## config.mk

```make
export PLATFORM = sky130hd
export DESIGN_NAME = mem_refill_arbiter_flat
export DESIGN_NICKNAME = d
export VERILOG_FILES = /design/src/rtl/mem_refill_arbiter_if.sv /design/src/rtl/mem_refill_arbiter.sv /design/src/flat_wrapper.sv
export SDC_FILE = /design/constraint.sdc
export NUM_CORES = 1
export LEC_CHECK = 0
export CAP_MARGIN = 30
export CORE_AREA = 5 5 364 366
export CTS_CLUSTER_DIAMETER = 200
export DETAILED_ROUTE_END_ITERATION = 8
export DIE_AREA = 0 0 369 371
export SYNTH_ARGS = -nofsm -noshare
export SYNTH_HDL_FRONTEND = slang
export SYNTH_SLANG_ARGS = --single-unit
```

## constraint.sdc

```tcl
create_clock -name clk -period 2.89 [get_ports clk]
set_clock_uncertainty 0.1 [all_clocks]
set_input_delay 0.289 -clock clk [delete_from_list [all_inputs] [get_ports clk]]
set_output_delay 0.289 -clock clk [all_outputs]
set_load 0.02 [all_outputs]
```

## src/rtl/mem_refill_arbiter_if.sv

```systemverilog
// Miss-refill bundle: both cache miss ports plus the shared memory port.
interface mem_refill_arbiter_if #(
    parameter int ADDR_W = 59,
    parameter int LINE_W = 256
);
    logic [ADDR_W-1:0] icache_req_addr;
    logic              icache_req_addr_valid;
    logic              icache_ack_data_valid;
    logic [LINE_W-1:0] icache_ack_data;
    logic [ADDR_W-1:0] dcache_req_addr;
    logic              dcache_req_addr_valid;
    logic              dcache_ack_data_valid;
    logic [LINE_W-1:0] dcache_ack_data;
    logic [ADDR_W-1:0] mem_req_addr;
    logic              mem_req_valid;
    logic              mem_req_retry;
    logic              mem_ack_data_valid;
    logic [LINE_W-1:0] mem_ack_data;
    logic              arb_busy;
    logic              mem_timeout_err;

    modport master (
        output icache_req_addr, icache_req_addr_valid,
        input  icache_ack_data_valid, icache_ack_data,
        output dcache_req_addr, dcache_req_addr_valid,
        input  dcache_ack_data_valid, dcache_ack_data,
        input  mem_req_addr, mem_req_valid,
        output mem_req_retry, mem_ack_data_valid, mem_ack_data,
        input  arb_busy, mem_timeout_err
    );

    modport slave (
        input  icache_req_addr, icache_req_addr_valid,
        output icache_ack_data_valid, icache_ack_data,
        input  dcache_req_addr, dcache_req_addr_valid,
        output dcache_ack_data_valid, dcache_ack_data,
        output mem_req_addr, mem_req_valid,
        input  mem_req_retry, mem_ack_data_valid, mem_ack_data,
        output arb_busy, mem_timeout_err
    );
endinterface

```

## src/rtl/mem_refill_arbiter.sv

```systemverilog
// Round-robin icache/dcache line-refill arbiter, one memory request in flight,
// registered response steering and a sticky response watchdog.
module mem_refill_arbiter #(
    parameter int ADDR_W  = 59,
    parameter int LINE_W  = 256,
    parameter int TIMEOUT = 1023,
    parameter int TO_W    = 10
) (
    input  logic clk,
    input  logic reset,
    mem_refill_arbiter_if.slave bus
);

    typedef enum logic [1:0] {
        IDLE,
        REQ,
        WAIT,
        RESP
    } state_e;

    localparam logic [TO_W-1:0] TO_LAST = TO_W'(TIMEOUT - 1);

    state_e            state_q, state_d;
    logic              gnt_dc_q, gnt_dc_d;
    logic              last_dc_q, last_dc_d;
    logic [ADDR_W-1:0] addr_q, addr_d;
    logic              mreq_q, mreq_d;
    logic              iack_q, iack_d;
    logic              dack_q, dack_d;
    logic [LINE_W-1:0] idata_q, idata_d;
    logic [LINE_W-1:0] ddata_q, ddata_d;
    logic [TO_W-1:0]   wdog_q, wdog_d;
    logic              err_q, err_d;
    logic              pick_dc;

    // dcache wins only when alone or when icache was served last
    assign pick_dc = bus.dcache_req_addr_valid &
                     (~bus.icache_req_addr_valid | ~last_dc_q);

    always_comb begin
        state_d   = state_q;
        gnt_dc_d  = gnt_dc_q;
        last_dc_d = last_dc_q;
        addr_d    = addr_q;
        mreq_d    = mreq_q;
        iack_d    = iack_q;
        dack_d    = dack_q;
        idata_d   = idata_q;
        ddata_d   = ddata_q;
        wdog_d    = wdog_q;
        err_d     = err_q;
        unique case (state_q)
            IDLE: begin
                if (bus.icache_req_addr_valid || bus.dcache_req_addr_valid) begin
                    gnt_dc_d  = pick_dc;
                    last_dc_d = pick_dc;
                    addr_d    = pick_dc ? bus.dcache_req_addr : bus.icache_req_addr;
                    mreq_d    = 1'b1;
                    state_d   = REQ;
                end
            end
            REQ: begin
                if (!bus.mem_req_retry) begin
                    mreq_d  = 1'b0;
                    wdog_d  = '0;
                    state_d = WAIT;
                end
            end
            WAIT: begin
                if (bus.mem_ack_data_valid) begin
                    if (gnt_dc_q) begin
                        ddata_d = bus.mem_ack_data;
                        dack_d  = 1'b1;
                    end else begin
                        idata_d = bus.mem_ack_data;
                        iack_d  = 1'b1;
                    end
                    state_d = RESP;
                end else begin
                    if (wdog_q != '1) wdog_d = wdog_q + 1'b1;
                    if (TIMEOUT != 0 && wdog_q == TO_LAST) err_d = 1'b1;
                end
            end
            RESP: begin
                iack_d  = 1'b0;
                dack_d  = 1'b0;
                state_d = IDLE;
            end
            default: state_d = IDLE;
        endcase
    end

    always_ff @(posedge clk) begin
        if (reset) begin
            state_q   <= IDLE;
            gnt_dc_q  <= 1'b0;
            last_dc_q <= 1'b1;
            addr_q    <= '0;
            mreq_q    <= 1'b0;
            iack_q    <= 1'b0;
            dack_q    <= 1'b0;
            idata_q   <= '0;
            ddata_q   <= '0;
            wdog_q    <= '0;
            err_q     <= 1'b0;
        end else begin
            state_q   <= state_d;
            gnt_dc_q  <= gnt_dc_d;
            last_dc_q <= last_dc_d;
            addr_q    <= addr_d;
            mreq_q    <= mreq_d;
            iack_q    <= iack_d;
            dack_q    <= dack_d;
            idata_q   <= idata_d;
            ddata_q   <= ddata_d;
            wdog_q    <= wdog_d;
            err_q     <= err_d;
        end
    end

    assign bus.mem_req_addr          = addr_q;
    assign bus.mem_req_valid         = mreq_q;
    assign bus.icache_ack_data_valid = iack_q;
    assign bus.icache_ack_data       = idata_q;
    assign bus.dcache_ack_data_valid = dack_q;
    assign bus.dcache_ack_data       = ddata_q;
    assign bus.arb_busy              = (state_q != IDLE);
    assign bus.mem_timeout_err       = err_q;

endmodule

```

## src/flat_wrapper.sv

```systemverilog
// flat-port wrapper written by rule: the top's interface ports become plain ports
module mem_refill_arbiter_flat 
#(
    parameter int ADDR_W  = 59,
    parameter int LINE_W  = 256,
    parameter int TIMEOUT = 1023,
    parameter int TO_W    = 10
)
  (clk, reset, bus_icache_req_addr, bus_icache_req_addr_valid, bus_icache_ack_data_valid, bus_icache_ack_data, bus_dcache_req_addr, bus_dcache_req_addr_valid, bus_dcache_ack_data_valid, bus_dcache_ack_data, bus_mem_req_addr, bus_mem_req_valid, bus_mem_req_retry, bus_mem_ack_data_valid, bus_mem_ack_data, bus_arb_busy, bus_mem_timeout_err);
  mem_refill_arbiter_if #(.ADDR_W(ADDR_W), .LINE_W(LINE_W)) bus_i ();
  input  logic clk;
  input  logic reset;
  input wire logic [$bits(bus_i.icache_req_addr)-1:0] bus_icache_req_addr;
  input wire logic [$bits(bus_i.icache_req_addr_valid)-1:0] bus_icache_req_addr_valid;
  output wire logic [$bits(bus_i.icache_ack_data_valid)-1:0] bus_icache_ack_data_valid;
  output wire logic [$bits(bus_i.icache_ack_data)-1:0] bus_icache_ack_data;
  input wire logic [$bits(bus_i.dcache_req_addr)-1:0] bus_dcache_req_addr;
  input wire logic [$bits(bus_i.dcache_req_addr_valid)-1:0] bus_dcache_req_addr_valid;
  output wire logic [$bits(bus_i.dcache_ack_data_valid)-1:0] bus_dcache_ack_data_valid;
  output wire logic [$bits(bus_i.dcache_ack_data)-1:0] bus_dcache_ack_data;
  output wire logic [$bits(bus_i.mem_req_addr)-1:0] bus_mem_req_addr;
  output wire logic [$bits(bus_i.mem_req_valid)-1:0] bus_mem_req_valid;
  input wire logic [$bits(bus_i.mem_req_retry)-1:0] bus_mem_req_retry;
  input wire logic [$bits(bus_i.mem_ack_data_valid)-1:0] bus_mem_ack_data_valid;
  input wire logic [$bits(bus_i.mem_ack_data)-1:0] bus_mem_ack_data;
  output wire logic [$bits(bus_i.arb_busy)-1:0] bus_arb_busy;
  output wire logic [$bits(bus_i.mem_timeout_err)-1:0] bus_mem_timeout_err;
  assign bus_i.icache_req_addr = bus_icache_req_addr;
  assign bus_i.icache_req_addr_valid = bus_icache_req_addr_valid;
  assign bus_icache_ack_data_valid = bus_i.icache_ack_data_valid;
  assign bus_icache_ack_data = bus_i.icache_ack_data;
  assign bus_i.dcache_req_addr = bus_dcache_req_addr;
  assign bus_i.dcache_req_addr_valid = bus_dcache_req_addr_valid;
  assign bus_dcache_ack_data_valid = bus_i.dcache_ack_data_valid;
  assign bus_dcache_ack_data = bus_i.dcache_ack_data;
  assign bus_mem_req_addr = bus_i.mem_req_addr;
  assign bus_mem_req_valid = bus_i.mem_req_valid;
  assign bus_i.mem_req_retry = bus_mem_req_retry;
  assign bus_i.mem_ack_data_valid = bus_mem_ack_data_valid;
  assign bus_i.mem_ack_data = bus_mem_ack_data;
  assign bus_arb_busy = bus_i.arb_busy;
  assign bus_mem_timeout_err = bus_i.mem_timeout_err;
  mem_refill_arbiter #(.ADDR_W(ADDR_W), .LINE_W(LINE_W), .TIMEOUT(TIMEOUT), .TO_W(TO_W)) u_core (.clk(clk), .reset(reset), .bus(bus_i));
endmodule
```

# == Word level (Yosys, flattened, before mapping) ==
# Index checks and enable logic that the tools add are counted.
# Widths: inputs -> output; s select.
# totals
in_bits,380
ff_bits,589
# op_classes
n_addsub,1
n_bitwise,6
n_mux,18
eq_ne,12
n_reduce_logical,15
# op_table
op,n
$mux 59,1
$mux 10,3
$reduce_and 3->1,7
$pmux 10 s2,1
$add 10x1->10 const B,1
$eq 10x10->1 const B,1
$ne 10x10->1 const B,1
$ne 2x2->1 const B,4
$pmux 2 s4,1
$reduce_bool 2->1,4
$mux 1,6
$mux 2,3
$ne 2x1->1 const B,3
$pmux 1 s2,3
$eq 2x2->1 const B,2
$not 1->1,4
$reduce_and 4->1,1
$eq 2x1->1 const B,1
$logic_not 2->1,1
$reduce_and 2->1,1
$and 1x1->1,1
$logic_or 1x1->1,1
$or 1x1->1,1

# == Longest topological paths before layout ==
# logic_depth
ltp_word,4
ltp_mapped,11

# == Worst setup path before layout ==
# Ideal clock, no wire load.
# synth_path
path_type,reg-to-reg
startpoint,register u_core.state_q[0]
endpoint,register u_core.wdog_q[5]
required_time_ns,2.720
path_buffers,3
period_less_slack_ns,2.282
stages_incl_launch_ff,10
t_arrival_ns,2.112
setup_slack_ns,0.608
path_cell_list,dfxtp_1 > inv_1 > ha_1 > buf_6 > and2_4 > buf_6 > or3_4 > buf_6 > or4_1 > a21oi_1
# synth_between
elab_chain_cells,3
elab_cells_between_ends,8
classes_between,eq/ne (5); mux (1); reduce/logical (2)
# synth_lines
element,line_no,text
"start, declared",mem_refill_arbiter.sv:23,"state_e state_q, state_d;"
"start signal, assigned",mem_refill_arbiter.sv:107,state_q <= state_d;
$eq 2x2->1 or $eq 2x1->1 (tied branches),mem_refill_arbiter.sv:52,unique case (state_q)
"$ne 2x1->1 (no line), or another cell as far along",-,
$reduce_and 4->1 (no line),-,
"end signal, assigned",mem_refill_arbiter.sv:116,wdog_q <= wdog_d;
"end, declared",mem_refill_arbiter.sv:32,"logic [TO_W-1:0] wdog_q, wdog_d;"
# Several ways; a longest one is shown, not always the timed one.
# A chain may end at the register's enable or synchronous reset.

# == Worst setup path after layout ==
# layout_path
startpoint,register u_core.state_q[0]
endpoint,output port bus_arb_busy
# layout_between
elab_chain_cells,1
# layout_lines
element,line_no,text
$reduce_bool 2->1,mem_refill_arbiter.sv:127,assign bus.arb_busy = (state_q != IDLE);
"end, declared",flat_wrapper.sv:26,output wire logic [$bits(bus_i.arb_busy)-1:0] bus_arb_busy;
# No other way between the ends.

==> flow_summary.yaml <==
timing:
  max_freq_ghz: 0.380
  layout_min_cycle_time_ns: 2.63
  hold_violations: 0
  final-setup-viol-count: 0
  slew_limit_fails: 0
  unrepaired_setup_endpoints_after_global_routing: "false"
  post-route-period-util_pct: 91.1
  timing.setup.tns_ns: 0
  worst_slew_pin_slew_ns: 0.788
  timing.max_slew.rel_slack_pct: 47.3
yosys:
  synth_top_cells_by_area: "sky130_fd_sc_hd__dfxtp_1 56%, sky130_fd_sc_hd__nand2_1 19%, sky130_fd_sc_hd__a21oi_1 12%, sky130_fd_sc_hd__clkbuf_1 3.3%, sky130_fd_sc_hd__mux2i_1 3.0%"
  syn_area_sq_um: 20900
  post_synth_most_frequent_cells: "1035 x sky130_fd_sc_hd__nand2_1, 589 x sky130_fd_sc_hd__dfxtp_1, 519 x sky130_fd_sc_hd__a21oi_1"
  yosysMostFrequentCell: "sky130_fd_sc_hd__nand2_1"
  synth-seq-area-share_pct: 56.4
  synth.ff_latch_count: 589
  syn_nets: 2997
  synth_edf_count: 0
  synth_ff_type: "sky130_fd_sc_hd__dfxtp_1"
  postSynth.asyncResetShare_pct: 0
  synthCells: 2610
  ys_warn_count: 0
  avgSynthCellArea_sq_um: 8.01
  synth_top_area_cell: "sky130_fd_sc_hd__dfxtp_1"
  yosysUniqueCellTypes: 37
  synth_top_cell_area_share_pct: 56.4
layout:
  final.fill_count: 13800
  seqCellArea_sq_um: 11800
  finalCoreUtilization_pct: 27.1
  area_growth_pct: 67.3
  total_area_of_multi_input_combinational_cells_sq_um: 8330
  finish.net_count: 3892
  final_layout_size_suffix_gt1_share_pct: 5.42
placement:
  gp_congestion: 0.858
  post-dp-hpwl_microns: 81800
  port-buffer-count: 955
global_route:
  most_heavily_used_metal_layer_in_global_routing: "met2"
  groute.layer.met1.usage_pct: 17.6
  grtUsageMet3_pct: 5.63
  grt_pass1_vias: 20600
  grt_first_pass_wirelength_microns: 147000
  grt_start_max_net_pins: 108
  global_route.usage.met2_pct: 24.1
  globalRouteTotalUtil_pct: 14.6
  antenna_found_initial: 39
  global_route.overflow_total: 0
clock_tree:
  clockBufferDepth: 3
  clk_pin_slew_worst_paths_ns: 0.06
  cts.repair.resized: 0
  h-tree-depth: 3
  clock_buffers_created_by_tritoncts: 70
  clockRootBuffer: "sky130_fd_sc_hd__clkbuf_16"
  cts_num_sinks: 589
  insertion_delay_ns: 0.63
  tritoncts: "built"
  cts_setup_buffers: 0
setup_path:
  endpoint_kind: "output pin"
  r2r_end: "u_core.bus.icache_ack_data[206]$_SDFFE_PP0P_"
  start_kind: "flip-flop"
  worst_setup_path_endpoint: "bus_arb_busy"
  critical_path_class: "reg2out"
  reg2reg_from: "u_core.state_q[0]$_SDFFE_PP0P_"
  r2r.worst_path.cells: 8
  timing.critical_path.arrival_ns: 2.24
  critical_path.max_fanout: 8
  worstSetupStartpoint: "u_core.state_q[0]$_SDFFE_PP0P_"
  timing.critical_path.required_ns: 2.50
  setup.reg_to_reg.worst_slack_ns: 0.53
power:
  leakagePower_nw: 11.6
  pwr_density_cell_nw_per_um2: 680
  irDropWorstVdd_uv: 547
job:
  max-cap-violations: 0
routing:
  post_drt_via_cell_ratio: 4.06
  total_wirelength_microns: 106000
  routed_wire_length_per_instance_microns: 20.1
  detailedRoute.firstPassIterationCount: 5
  final_antenna_net_count: 0
  drt_drc_violations_left: 0
  route.vias.total: 21300
  first_iter_violations: 1394
floorplanning:
  die_area_sq_um: 137000
  placement_rows: 132
  die_w_microns: 369
  initial_utilization_pct: 16.2
  io_pins: 956
  die_height_microns: 371
  fp.coreArea_sq_um: 129000
worst_hold_path:
  number_of_cells_on_the_worst_hold_path: 3
  min-delay-path-class: "in2reg"
run_status:
  run_status: "complete, no violations"
## through the flow
stage                     hold slack (ns)  power, W  cells  cell area [sq um]  worst slack (ns)
after detailed placement            0.345    0.0151   5107              32600             0.540
after CTS                          0.0300    0.0241   5237              34900             0.150
after floorplan                     0.325    0.0121   2610              20900             0.608
final                               0.123    0.0238   5249              35000             0.258
after global routing               0.0569    0.0249   5247              35000            0.0839
after global placement              0.341    0.0150   5107              32600             0.571
## critical path: stages (launching register included)
cell,delay (ns)
sky130_fd_sc_hd__dfxtp_1,0.39
sky130_fd_sc_hd__inv_1,0.11
sky130_fd_sc_hd__ha_1,0.31
sky130_fd_sc_hd__inv_1,0.15
sky130_fd_sc_hd__clkdlybuf4s50_1,0.65
## worst min-delay path by stage
stage	to	slack, ns	from
2_1_floorplan	u_core.bus.dcache_ack_data[0]$_SDFFE_PP0P_	0.33	bus_mem_ack_data[0]
6_report	u_core.bus.icache_ack_data[58]$_SDFFE_PP0P_	0.12	bus_mem_ack_data[58]
3_3_place_gp	u_core.bus.icache_ack_data[158]$_SDFFE_PP0P_	0.34	u_core.bus.icache_ack_data[158]$_SDFFE_PP0P_
5_1_grt	u_core.bus.dcache_ack_data[34]$_SDFFE_PP0P_	0.06	bus_mem_ack_data[34]
4_1_cts	u_core.bus.dcache_ack_data[186]$_SDFFE_PP0P_	0.03	bus_mem_ack_data[186]
3_5_place_dp	u_core.bus.icache_ack_data[101]$_SDFFE_PP0P_	0.35	u_core.bus.icache_ack_data[101]$_SDFFE_PP0P_
## cell type report
type / count / share of cell area (%)
antenna: 12 / 0.0859
clock buffer: 107 / 5.95
clock inverter: 22 / 0.658
inverter: 8 / 0.0859
multi-input combinational: 1809 / 23.8
sequential: 589 / 33.7
tap: 1675 / 5.99
timing repair buffer: 1027 / 29.7
## registers in the layout (all words and copies together) (netlist names)
signal                            flops
u_core.bus.mem_req_addr              59
u_core.bus.dcache_ack_data_valid      1
u_core.bus.dcache_ack_data          256
u_core.bus.mem_req_valid              1
u_core.bus.icache_ack_data_valid      1
u_core.state_q                        2
u_core.bus.icache_ack_data          256
u_core.wdog_q                        10
u_core.bus.mem_timeout_err            1
u_core.last_dc_q                      1
u_core.gnt_dc_q                       1
## where the power goes
| group | switching, W | internal (W) | leakage (nW) |
|---|---|---|---|
| combinational | 0.00324 | 0.00243 | 5.66 |
| clock | 0.00368 | 0.00520 | 1.14 |
| sequential | 0.000417 | 0.00881 | 4.77 |
## placed cells by master, fill, tap and decap left out, drive strengths merged, types with 2 or more instances in the layout
cell / n
nand3: 3
nand2: 1035
nor2b: 3
nor2: 72
and3: 3
ha: 7
nor4: 6
nand4: 2
diode: 12
and2: 2
mux2i: 63
clkdlybuf4s50: 954
or2: 2
a21oi: 519
bufinv: 2
a211oi: 63
o311ai: 2
dfxtp: 589
a311oi: 2
buf: 72
a31oi: 2
clkbuf: 107
clkinv: 14
o21ai: 5
inv: 13
nor3: 2
or3: 7
## kinds of logic after synthesis
| family | Yosys count | synth area share (%) |
|---|---|---|
| fa+ha+maj | 7 | 0.419 |
| compound gates | 599 | 15.3 |
| flops | 589 | 56.4 |
| buf+inv | 212 | 3.96 |
| mux | 63 | 3.02 |
| simple gates | 1140 | 20.9 |
## routing by layer
| layer | wire, microns | vias to the layer above |
|---|---|---|
| met1 | 43200 | 10000 |
| met5 | 13 | - |
| met4 | 2560 | 2 |
| met3 | 9990 | 162 |
| li1 | - | 10300 |
| met2 | 49900 | 779 |
## what timing repair did
action,in CTS,in global routing
setup endpoints to repair,0,0
hold buffers,1,0
hold endpoints to repair,22,0
(Power assumes the default switching activity.)
